<file path="config.mk">
export PLATFORM = sky130hd
export DESIGN_NAME = pipelined_adder
export DESIGN_NICKNAME = d
export VERILOG_FILES = /design/src/rtl/adder_pkg.sv /design/src/rtl/adder_slice.sv /design/src/rtl/pipelined_adder.sv
export SDC_FILE = /design/constraint.sdc
export NUM_CORES = 1
export LEC_CHECK = 0
export ABC_CLOCK_PERIOD_IN_PS = 4600
export CAP_MARGIN = 20
export CORE_MARGIN = 1
export CORE_UTILIZATION = 51
export DETAILED_ROUTE_END_ITERATION = 10
export PLACE_DENSITY = 0.8
export RECOVER_POWER = 100
export SLEW_MARGIN = 10
export SYNTH_ARGS = -nofsm -noshare
export SYNTH_HDL_FRONTEND = slang
export SYNTH_SLANG_ARGS = --single-unit
export TNS_END_PERCENT = 100
</file>
<file path="constraint.sdc">
create_clock -name clk -period 4.6 [get_ports clk]
set_input_delay 0.92 -clock clk [delete_from_list [all_inputs] [get_ports clk]]
set_output_delay 0.92 -clock clk [all_outputs]
set_load 0.02 [all_outputs]
</file>
<file path="src/rtl/adder_pkg.sv">
// adder_pkg: op encoding, depth limit and saturation-limit helpers for pipelined_adder.
package adder_pkg;
  localparam logic OP_ADD = 1'b0;
  localparam logic OP_SUB = 1'b1;
  localparam int MAX_STAGES = 4;
  function automatic logic smax_bit(input int i, input int len);
    return i != len - 1;
  endfunction
  function automatic logic smin_bit(input int i, input int len);
    return i == len - 1;
  endfunction
endpackage

</file>
<file path="src/rtl/adder_slice.sv">
// adder_slice: W-bit ripple slice with carry-in and carry-out, one per pipeline stage.
module adder_slice #(
  parameter int W = 16
) (
  input  logic [W-1:0] a_i,
  input  logic [W-1:0] b_i,
  input  logic         cin_i,
  output logic [W-1:0] sum_o,
  output logic         cout_o
);
  assign {cout_o, sum_o} = {1'b0, a_i} + {1'b0, b_i} + {{W{1'b0}}, cin_i};
endmodule

</file>
<file path="src/rtl/pipelined_adder.sv">
// pipelined_adder: STAGES-deep sliced add/sub with valid/ready, carry/overflow/zero flags.
// Optional clamp-on-overflow with a sat input when PIPE_ADDER_SAT_EN is defined.
module pipelined_adder
  import adder_pkg::*;
#(
  parameter int LENGTH = 32,
  parameter int STAGES = 2
) (
  input  logic              clk,
  input  logic              rst_n,
  input  logic              in_valid,
  output logic              in_ready,
  input  logic [LENGTH-1:0] A,
  input  logic [LENGTH-1:0] B,
  input  logic              sub,
  input  logic              is_signed,
`ifdef PIPE_ADDER_SAT_EN
  input  logic              sat,
`endif
  input  logic              flush,
  output logic              out_valid,
  input  logic              out_ready,
  output logic [LENGTH-1:0] Result,
  output logic              carry_out,
  output logic              overflow,
  output logic              zero
);
  localparam int W = LENGTH / STAGES;
  localparam int M = LENGTH - 1;
  logic [STAGES-1:0] v_q;
  logic [STAGES:0] v_sh;
  logic adv, sat_in;
`ifdef PIPE_ADDER_SAT_EN
  assign sat_in = sat;
`else
  assign sat_in = 1'b0;
`endif
  // Global enable: every stage shifts together, bubbles are kept.
  assign adv = ~v_q[STAGES-1] | out_ready;
  assign in_ready = adv & ~flush;
  assign out_valid = v_q[STAGES-1];
  assign v_sh = {v_q, in_valid};
  always_ff @(posedge clk or negedge rst_n)
    if (!rst_n) v_q <= '0;
    else if (flush) v_q <= '0;
    else if (adv) v_q <= v_sh[STAGES-1:0];
  for (genvar k = 0; k < STAGES; k++) begin : g_st
    logic [LENGTH-1:0] a_d, b_d, r_i, r_d;
    logic [W-1:0] s;
    logic c_i, c_d, sg_d, sb_d, st_d;
    if (k == 0) begin : g_in
      assign a_d = A;
      assign b_d = (sub == OP_SUB) ? ~B : B;
      assign r_i = '0;
      assign c_i = sub;
      assign sg_d = is_signed;
      assign sb_d = sub;
      assign st_d = sat_in;
    end else begin : g_fwd
      assign a_d = g_st[k-1].g_p.a_q;
      assign b_d = g_st[k-1].g_p.b_q;
      assign r_i = g_st[k-1].g_p.r_q;
      assign c_i = g_st[k-1].g_p.c_q;
      assign sg_d = g_st[k-1].g_p.sg_q;
      assign sb_d = g_st[k-1].g_p.sb_q;
      assign st_d = g_st[k-1].g_p.st_q;
    end
    adder_slice #(.W(W)) u_slice (
      .a_i   (a_d[k*W +: W]),
      .b_i   (b_d[k*W +: W]),
      .cin_i (c_i),
      .sum_o (s),
      .cout_o(c_d)
    );
    always_comb begin
      r_d = r_i;
      r_d[k*W +: W] = s;
    end
    if (k < STAGES - 1) begin : g_p
      logic [LENGTH-1:0] a_q, b_q, r_q;
      logic c_q, sg_q, sb_q, st_q;
      always_ff @(posedge clk or negedge rst_n)
        if (!rst_n) {a_q, b_q, r_q, c_q, sg_q, sb_q, st_q} <= '0;
        else if (adv) {a_q, b_q, r_q, c_q, sg_q, sb_q, st_q} <= {a_d, b_d, r_d, c_d, sg_d, sb_d, st_d};
    end else begin : g_o
      logic [LENGTH-1:0] lim, res, r_q;
      logic ov, c_q, ov_q, z_q;
      // Positive signed overflow only happens with A[MSB] = 0, so A's sign picks the limit.
      always_comb begin
        ov = sg_d ? (a_d[M] == b_d[M]) && (r_d[M] != a_d[M]) : (sb_d ? ~c_d : c_d);
        for (int i = 0; i < LENGTH; i++)
          lim[i] = sg_d ? (a_d[M] ? smin_bit(i, LENGTH) : smax_bit(i, LENGTH)) : ~sb_d;
        res = (st_d && ov) ? lim : r_d;
      end
      always_ff @(posedge clk or negedge rst_n)
        if (!rst_n) {r_q, c_q, ov_q, z_q} <= '0;
        else if (adv) {r_q, c_q, ov_q, z_q} <= {res, c_d, ov, res == '0};
    end
  end
  assign Result = g_st[STAGES-1].g_o.r_q;
  assign carry_out = g_st[STAGES-1].g_o.c_q;
  assign overflow = g_st[STAGES-1].g_o.ov_q;
  assign zero = g_st[STAGES-1].g_o.z_q;
endmodule

</file>
==> out/metrics.yaml, run 1 <==
status: "complete, but fails checks"
violations: "capacitance limit, slew limit"
synthTopCellsByCount: "nand2_1, dfrtp_1, o21ai_0"
via_per_inst: 5.32
die_w_um: 101
initial_core_util_pct: 53.5
cts_tree: "yes"
path_cells: "clkbuf_1, xor2_1, fa_1, a21o_1, a21oi_1, o21ai_0, a21oi_1, o21ba_1, o21ai_1, or4b_1, nand3_1"
wirelength_mm: 11.3
cts_resized: 0
report.final.slew_viol_count: 149
ys_types: 55
synthArstFlopShare_pct: 100
crit_path_end_kind: "flip-flop"
n_antenna_cell: 0
htree_levels: 3
tightest_slew_ps: 2890
grt-ovfl-total: 0
num_vias: 4183
synth_warnings: 0
syn_inst: 555
p_sw_mw: 0.895
pwr-share-comb_pct: 38.5
gp_congestion: 0.903
synth_fp_nets: 659
p_sw_share_pct: 36.0
hpwl_mm: 8.52
placementRows: 35
crit_slowest_cell: "clkbuf_1"
rsz0062_at_grt: "no"
synth-seq-cells: 88
yosys-top-cells-area: "dfrtp_1, nand2_1, ha_1"
antenna_found_initial: 0
postCtsHoldBufs: 0
grt_first_pass_wirelength_mm: 18.7
syn_area_um2: 5010
remaining_drc_errors: 0
fp.coreArea_um2: 9370
period_share_pct: 84.7
hp-class: "flip-flop to flip-flop"
synth_edf_count: 0
drive_above_1_share_pct: 3.65
cts-root-buf: "clkbuf_8"
totalNegativeSetupSlack_ps: 0
yosys.area_share.adder_pct: 8.69
path_buf_inv: 1
wl_per_cell_um: 14.4
chipHeight_um: 101
hold_viol_final: 0
pin_count: 108
fillerInstances: 806
cts_setup_buffers: 0
dp.cells: 772
clk_pin_slew_ps: 80
io_buffers: 107
period_needed_ps: 3900
start_kind: "primary input"
cts_sinks: 88
cp_slowest_stage_delay_ps: 810
syn_avg_cell_area_um2: 9.03
fin_util_pct: 67.3
yosysMostFrequentCell: "nand2_1"
synth_top_cell_by_area: "dfrtp_1"
area_growth_syn_to_layout_pct: 25.9
firstDrtPassIters: 4
synth_compound_area_share_pct: 13.6
seqPwrFrac_pct: 42.9
crit_arrival_ps: 4180
slew_headroom_pct: -92.9
synth_top_family_by_area: "simple AND/OR/NAND/NOR gates"
setup-violations-final: 0
antenna_left: 0
critPathKind: "primary input to flip-flop"
path_delay_family: "compound AO/OA/AOI/OAI gates"
crit_top_cell: "a21oi_1"
p_int_mw: 1.59
cts_made_buffers: 9
finalClockSkew_ps: 10.8
cts.path.max_buffers: 2
synthXorXnorAreaFrac_pct: 10.1
pwr-share-clk_pct: 18.6
fin_cells: 786
synthSimpleGateAreaFrac_pct: 20.4
die_area_um2: 10200
first_global_vias: 4089
power_leakage_nw: 2.83
ir_drop_mv: 0.194
drt_iter0_drc: 160
nNetsFinal: 758
crit_fanout: 17
synth_mux_area_share_pct: 0.624
p_per_area_nw_per_um2: 394
grt_max_degree: 74
max_freq_mhz: 257
grt.total_usage_pct: 23.2
required_ps: 4890
synth-seq-area-share_pct: 43.9
cap_violations: 3
clock_latency_ps: 350
synth_flop_cell: "dfrtp_1"
yosysTopAreaCellShare_pct: 43.9
sequential cells by signal (all words and copies together) (netlist names):
register	flops
zero	1
v_q	2
g_st.g_p.c_q	1
overflow	1
g_st.g_p.b_q	16
g_st.g_p.sb_q	1
g_st.g_p.sg_q	1
g_st.g_p.a_q	16
g_st.g_p.r_q	16
Result	32
carry_out	1
metrics by stage:
step	power (mW)	hold WS [ps]	cell area (µm²)	setup slack (ps)
floorplan	1.65	445	5010	930
global route	2.64	496	6310	429
finish	2.49	466	6310	705
global placement	2.05	450	6180	787
CTS	2.55	478	6340	1040
detailed placement	2.09	459	6180	713
cells in the final DEF (no fill, tap or decap), types with 10 or more instances in the layout:
cell	count
nand2_1	159
dfrtp_1	88
clkdlybuf4s50_1	67
o21ai_0	42
dlygate4sd3_1	38
xor2_1	30
a21oi_1	30
ha_1	30
xnor2_1	28
nor2_1	25
clkbuf_8	10
worst register-to-register path, cell delays in order (launching register included):
cell and delay [ps]:
dfrtp_1 410, fa_1 460, fa_1 440, a211oi_1 370, o21ai_0 300, a2111oi_4 380, nor2_1 120, xor2_1 170
or4b_1 520, nor4_1 240, a32o_2 210
kinds of logic (layout without fill, tap and decap cells):
group / after synthesis / after routing
AOI/OAI and AO/OA: 111 / 111
and+or+nand+nor: 232 / 232
adders and majority gates: 33 / 33
buffers and inverters: 30 / 132
muxes: 3 / 3
DFF: 88 / 88
xor gates and xnor gates: 58 / 58
worst paths after layout:
kind,startpoint,end,slack [ps],cells after the start
min in group asynchronous,rst_n,Result[30]$_DFFE_PN0N_,1500,1
setup / recovery,sub,g_st[0].g_p.r_q[14]$_DFFE_PN0N_,700,11
hold reg to reg,Result[13]$_DFFE_PN0N_,Result[13]$_DFFE_PN0N_,470,2
max in group asynchronous,rst_n,g_st[0].g_p.b_q[19]$_DFFE_PN0N_,1460,2
hold / removal,Result[13]$_DFFE_PN0N_,Result[13]$_DFFE_PN0N_,470,2
setup reg to reg,g_st[0].g_p.a_q[16]$_DFFE_PN0N_,zero$_DFFE_PN0N_,910,10
final cells by class:
type / count / area (µm²) / area share [%]
tap: 129 / 161 / 2.56
inverter: 6 / 22.5 / 0.357
multi-input combinational: 437 / 2680 / 42.4
timing repair buffer: 112 / 1090 / 17.2
clock buffer: 11 / 141 / 2.24
clock inverter: 3 / 20.0 / 0.317
sequential: 88 / 2200 / 34.9
power groups by stage:
stage	Sequential [mW]	Combinational, mW	Clock [mW]
floorplan	1.19	0.460	0
global placement	1.08	0.967	0
detailed placement	1.09	0.999	0
CTS	1.07	1.00	0.471
global route	1.09	1.04	0.502
finish	1.07	0.957	0.462
routing by layer:
layer | GRT usage (%) | vias to the layer above | part of all wire (%)
met5 | 0 | - | 0
met4 | 8.70 | 0 | 1.7
met3 | 3.40 | 15 | 4.4
met2 | 39.5 | 126 | 49
met1 | 30.0 | 1967 | 45
li1 | - | 2075 | -
No activity file was read; power rests on OpenSTA's default activity.
==> run 2, diff against run 1 <==
Settings changed: ABC_CLOCK_PERIOD_IN_PS 4600 to 3500, CORE_UTILIZATION 51 to 46, PLACE_DENSITY 0.8 to 0.76.
Clock period 4.6 ns to 3.5 ns, I/O delays scaled along.
==> out/metrics.yaml, run 2 (synthesized netlist as in run 1, its figures left out) <==
status: "complete, but fails checks"
violations: "capacitance limit, slew limit"
most-common-layout-cells: "nand2_1, dfrtp_1, clkdlybuf4s50_1"
crit_slowest_cell: "or4b_1"
grt_max_degree: 89  # +20%
totalNegativeSetupSlack_ps: 0  # unchanged
drive_above_1_share_pct: 5.57  # +1.9 points
die_w_um: 106  # +5.2%
via_per_inst: 5.25  # -1.4%
hold_slack_ps: 466  # +0.308 ps
max_freq_mhz: 299
cap_violations: 1  # -2
wirelength_mm: 11.5  # +1.3%
fp.coreArea_um2: 10500  # +12%
period_needed_ps: 3340
setup-violations-final: 0  # unchanged
first_global_vias: 4304  # +5.3%
grt.total_usage_pct: 21.7  # -1.5 points
htree_levels: 3  # unchanged
p_per_area_nw_per_um2: 524  # +33%
required_ps: 3810  # -1080 ps
slew_headroom_pct: -38.7  # +54 points
area_growth_syn_to_layout_pct: 28.7
finalClockSkew_ps: 10.5  # -0.300 ps
cts-root-buf: "clkbuf_8"
placementRows: 37  # +5.7%
critPathKind: "flip-flop to flip-flop"
cts_made_buffers: 9  # unchanged
chipHeight_um: 106  # +5.2%
crit_fanout: 3  # -14
ir_drop_mv: 0.251  # +30%
wl_per_cell_um: 14.4  # -0.42%
report.final.slew_viol_count: 38  # -74%
rsz0062_at_grt: "no"
crit_path_end_kind: "flip-flop"
cts_resized: 0  # unchanged
pin_count: 108  # unchanged
gp_congestion: 0.842  # -6.7%
die_area_um2: 11300  # +11%
cts.path.max_buffers: 2  # unchanged
period_share_pct: 95.4
nNetsFinal: 764  # +0.79%
grt_first_pass_wirelength_mm: 19.5  # +4.3%
antenna_left: 0  # unchanged
clock_latency_ps: 370  # +20 ps
crit_arrival_ps: 3650  # -530 ps
io_buffers: 107  # unchanged
power_leakage_nw: 2.89  # +2.4%
n_antenna_cell: 0  # unchanged
hp-class: "flip-flop to flip-flop"
regArea_um2: 2200  # unchanged
cts_tree: "yes"
clk_pin_slew_ps: 90  # about the same
cts_setup_buffers: 0  # unchanged
firstDrtPassIters: 5  # +1
multi_input_area_um2: 2700  # +0.75%
layout_commonest_cell: "nand2_1"
cp_slowest_stage_delay_ps: 550  # -260 ps
tightest_slew_ps: 2080  # -813 ps
fillerInstances: 930  # +15%
drt_iter0_drc: 191  # +19%
antenna_found_initial: 0  # unchanged
num_vias: 4199  # +0.38%
largest_reg_flops: 32  # unchanged
cts_sinks: 88  # unchanged
start_kind: "flip-flop"
hpwl_mm: 8.43  # -1.1%
initial_core_util_pct: 47.9  # -5.6 points
hold_viol_final: 0  # unchanged
remaining_drc_errors: 0  # unchanged
path_cells: "fa_1, fa_2, a211oi_2, o21ai_2, a2111oi_4, nor2_2, xor2_1, or4b_1, nor4_2, a32o_2"
postCtsHoldBufs: 0  # unchanged
grt-ovfl-total: 0  # unchanged
## run 2: report_power, final
| part | internal [mW] | leakage [nW] | total (mW) | switching [mW] |
|---|---|---|---|---|
| Combinational | 0.587 | 1.76 | 1.28 | 0.694 |
| Sequential | 1.25 | 1.04 | 1.40 | 0.151 |
| Clock | 0.345 | 0.0925 | 0.695 | 0.350 |
| Total | 2.18 | 2.89 | 3.38 | 1.19 |
## run 2: final cells by class
type	count	area share, %
multi-input cells	437	41.8
flip-flops and latches	88	34.2
repair buffers	118	18.1
well taps	136	2.64
clock buffers	12	2.25
clock inverters	3	0.660
inverters	6	0.349
## run 2: through the flow
step	power (mW)	utilization, %	instances	cell area, µm²	setup slack (ps)
floorplan	2.17	-	555	5010	50.0
global placement	2.71	59.6	784	6230	65.1
detailed placement	2.75	59.6	784	6230	-0.698
CTS	3.45	61.4	799	6420	8.83
global route	3.59	61.6	800	6450	27.2
finish	3.38	61.6	800	6450	161
## run 2: per-layer routing
layer  up-vias  track usage (%)  part of all wire, %
met5         -                0                    0
met4         0             7.94                  1.6
met3        18             3.37                  4.4
met2       109             36.3                   48
met1      1968             28.4                   46
li1       2104                -                    -
## run 2: critical path, delay by kind of cell, from the launching register on
kind            cells  cell delay, ps
simple gates        3             830
compound gates      4            1030
fa+ha+maj           2             850
flops               1             400
xor+xnor            1             170
## run 2: path summary, 6_finish.rpt
path | start | end | slack [ps] | cells after the start
setup / recovery | g_st[0].g_p.a_q[16]$_DFFE_PN0N_ | zero$_DFFE_PN0N_ | 160 | 10
hold / removal | Result[13]$_DFFE_PN0N_ | Result[13]$_DFFE_PN0N_ | 470 | 2
setup reg to reg | g_st[0].g_p.a_q[16]$_DFFE_PN0N_ | zero$_DFFE_PN0N_ | 160 | 10
hold reg to reg | Result[13]$_DFFE_PN0N_ | Result[13]$_DFFE_PN0N_ | 470 | 2
max in group asynchronous | rst_n | g_st[0].g_p.r_q[9]$_DFFE_PN0N_ | 1380 | 1
min in group asynchronous | rst_n | g_st[0].g_p.b_q[29]$_DFFE_PN0N_ | 920 | 1
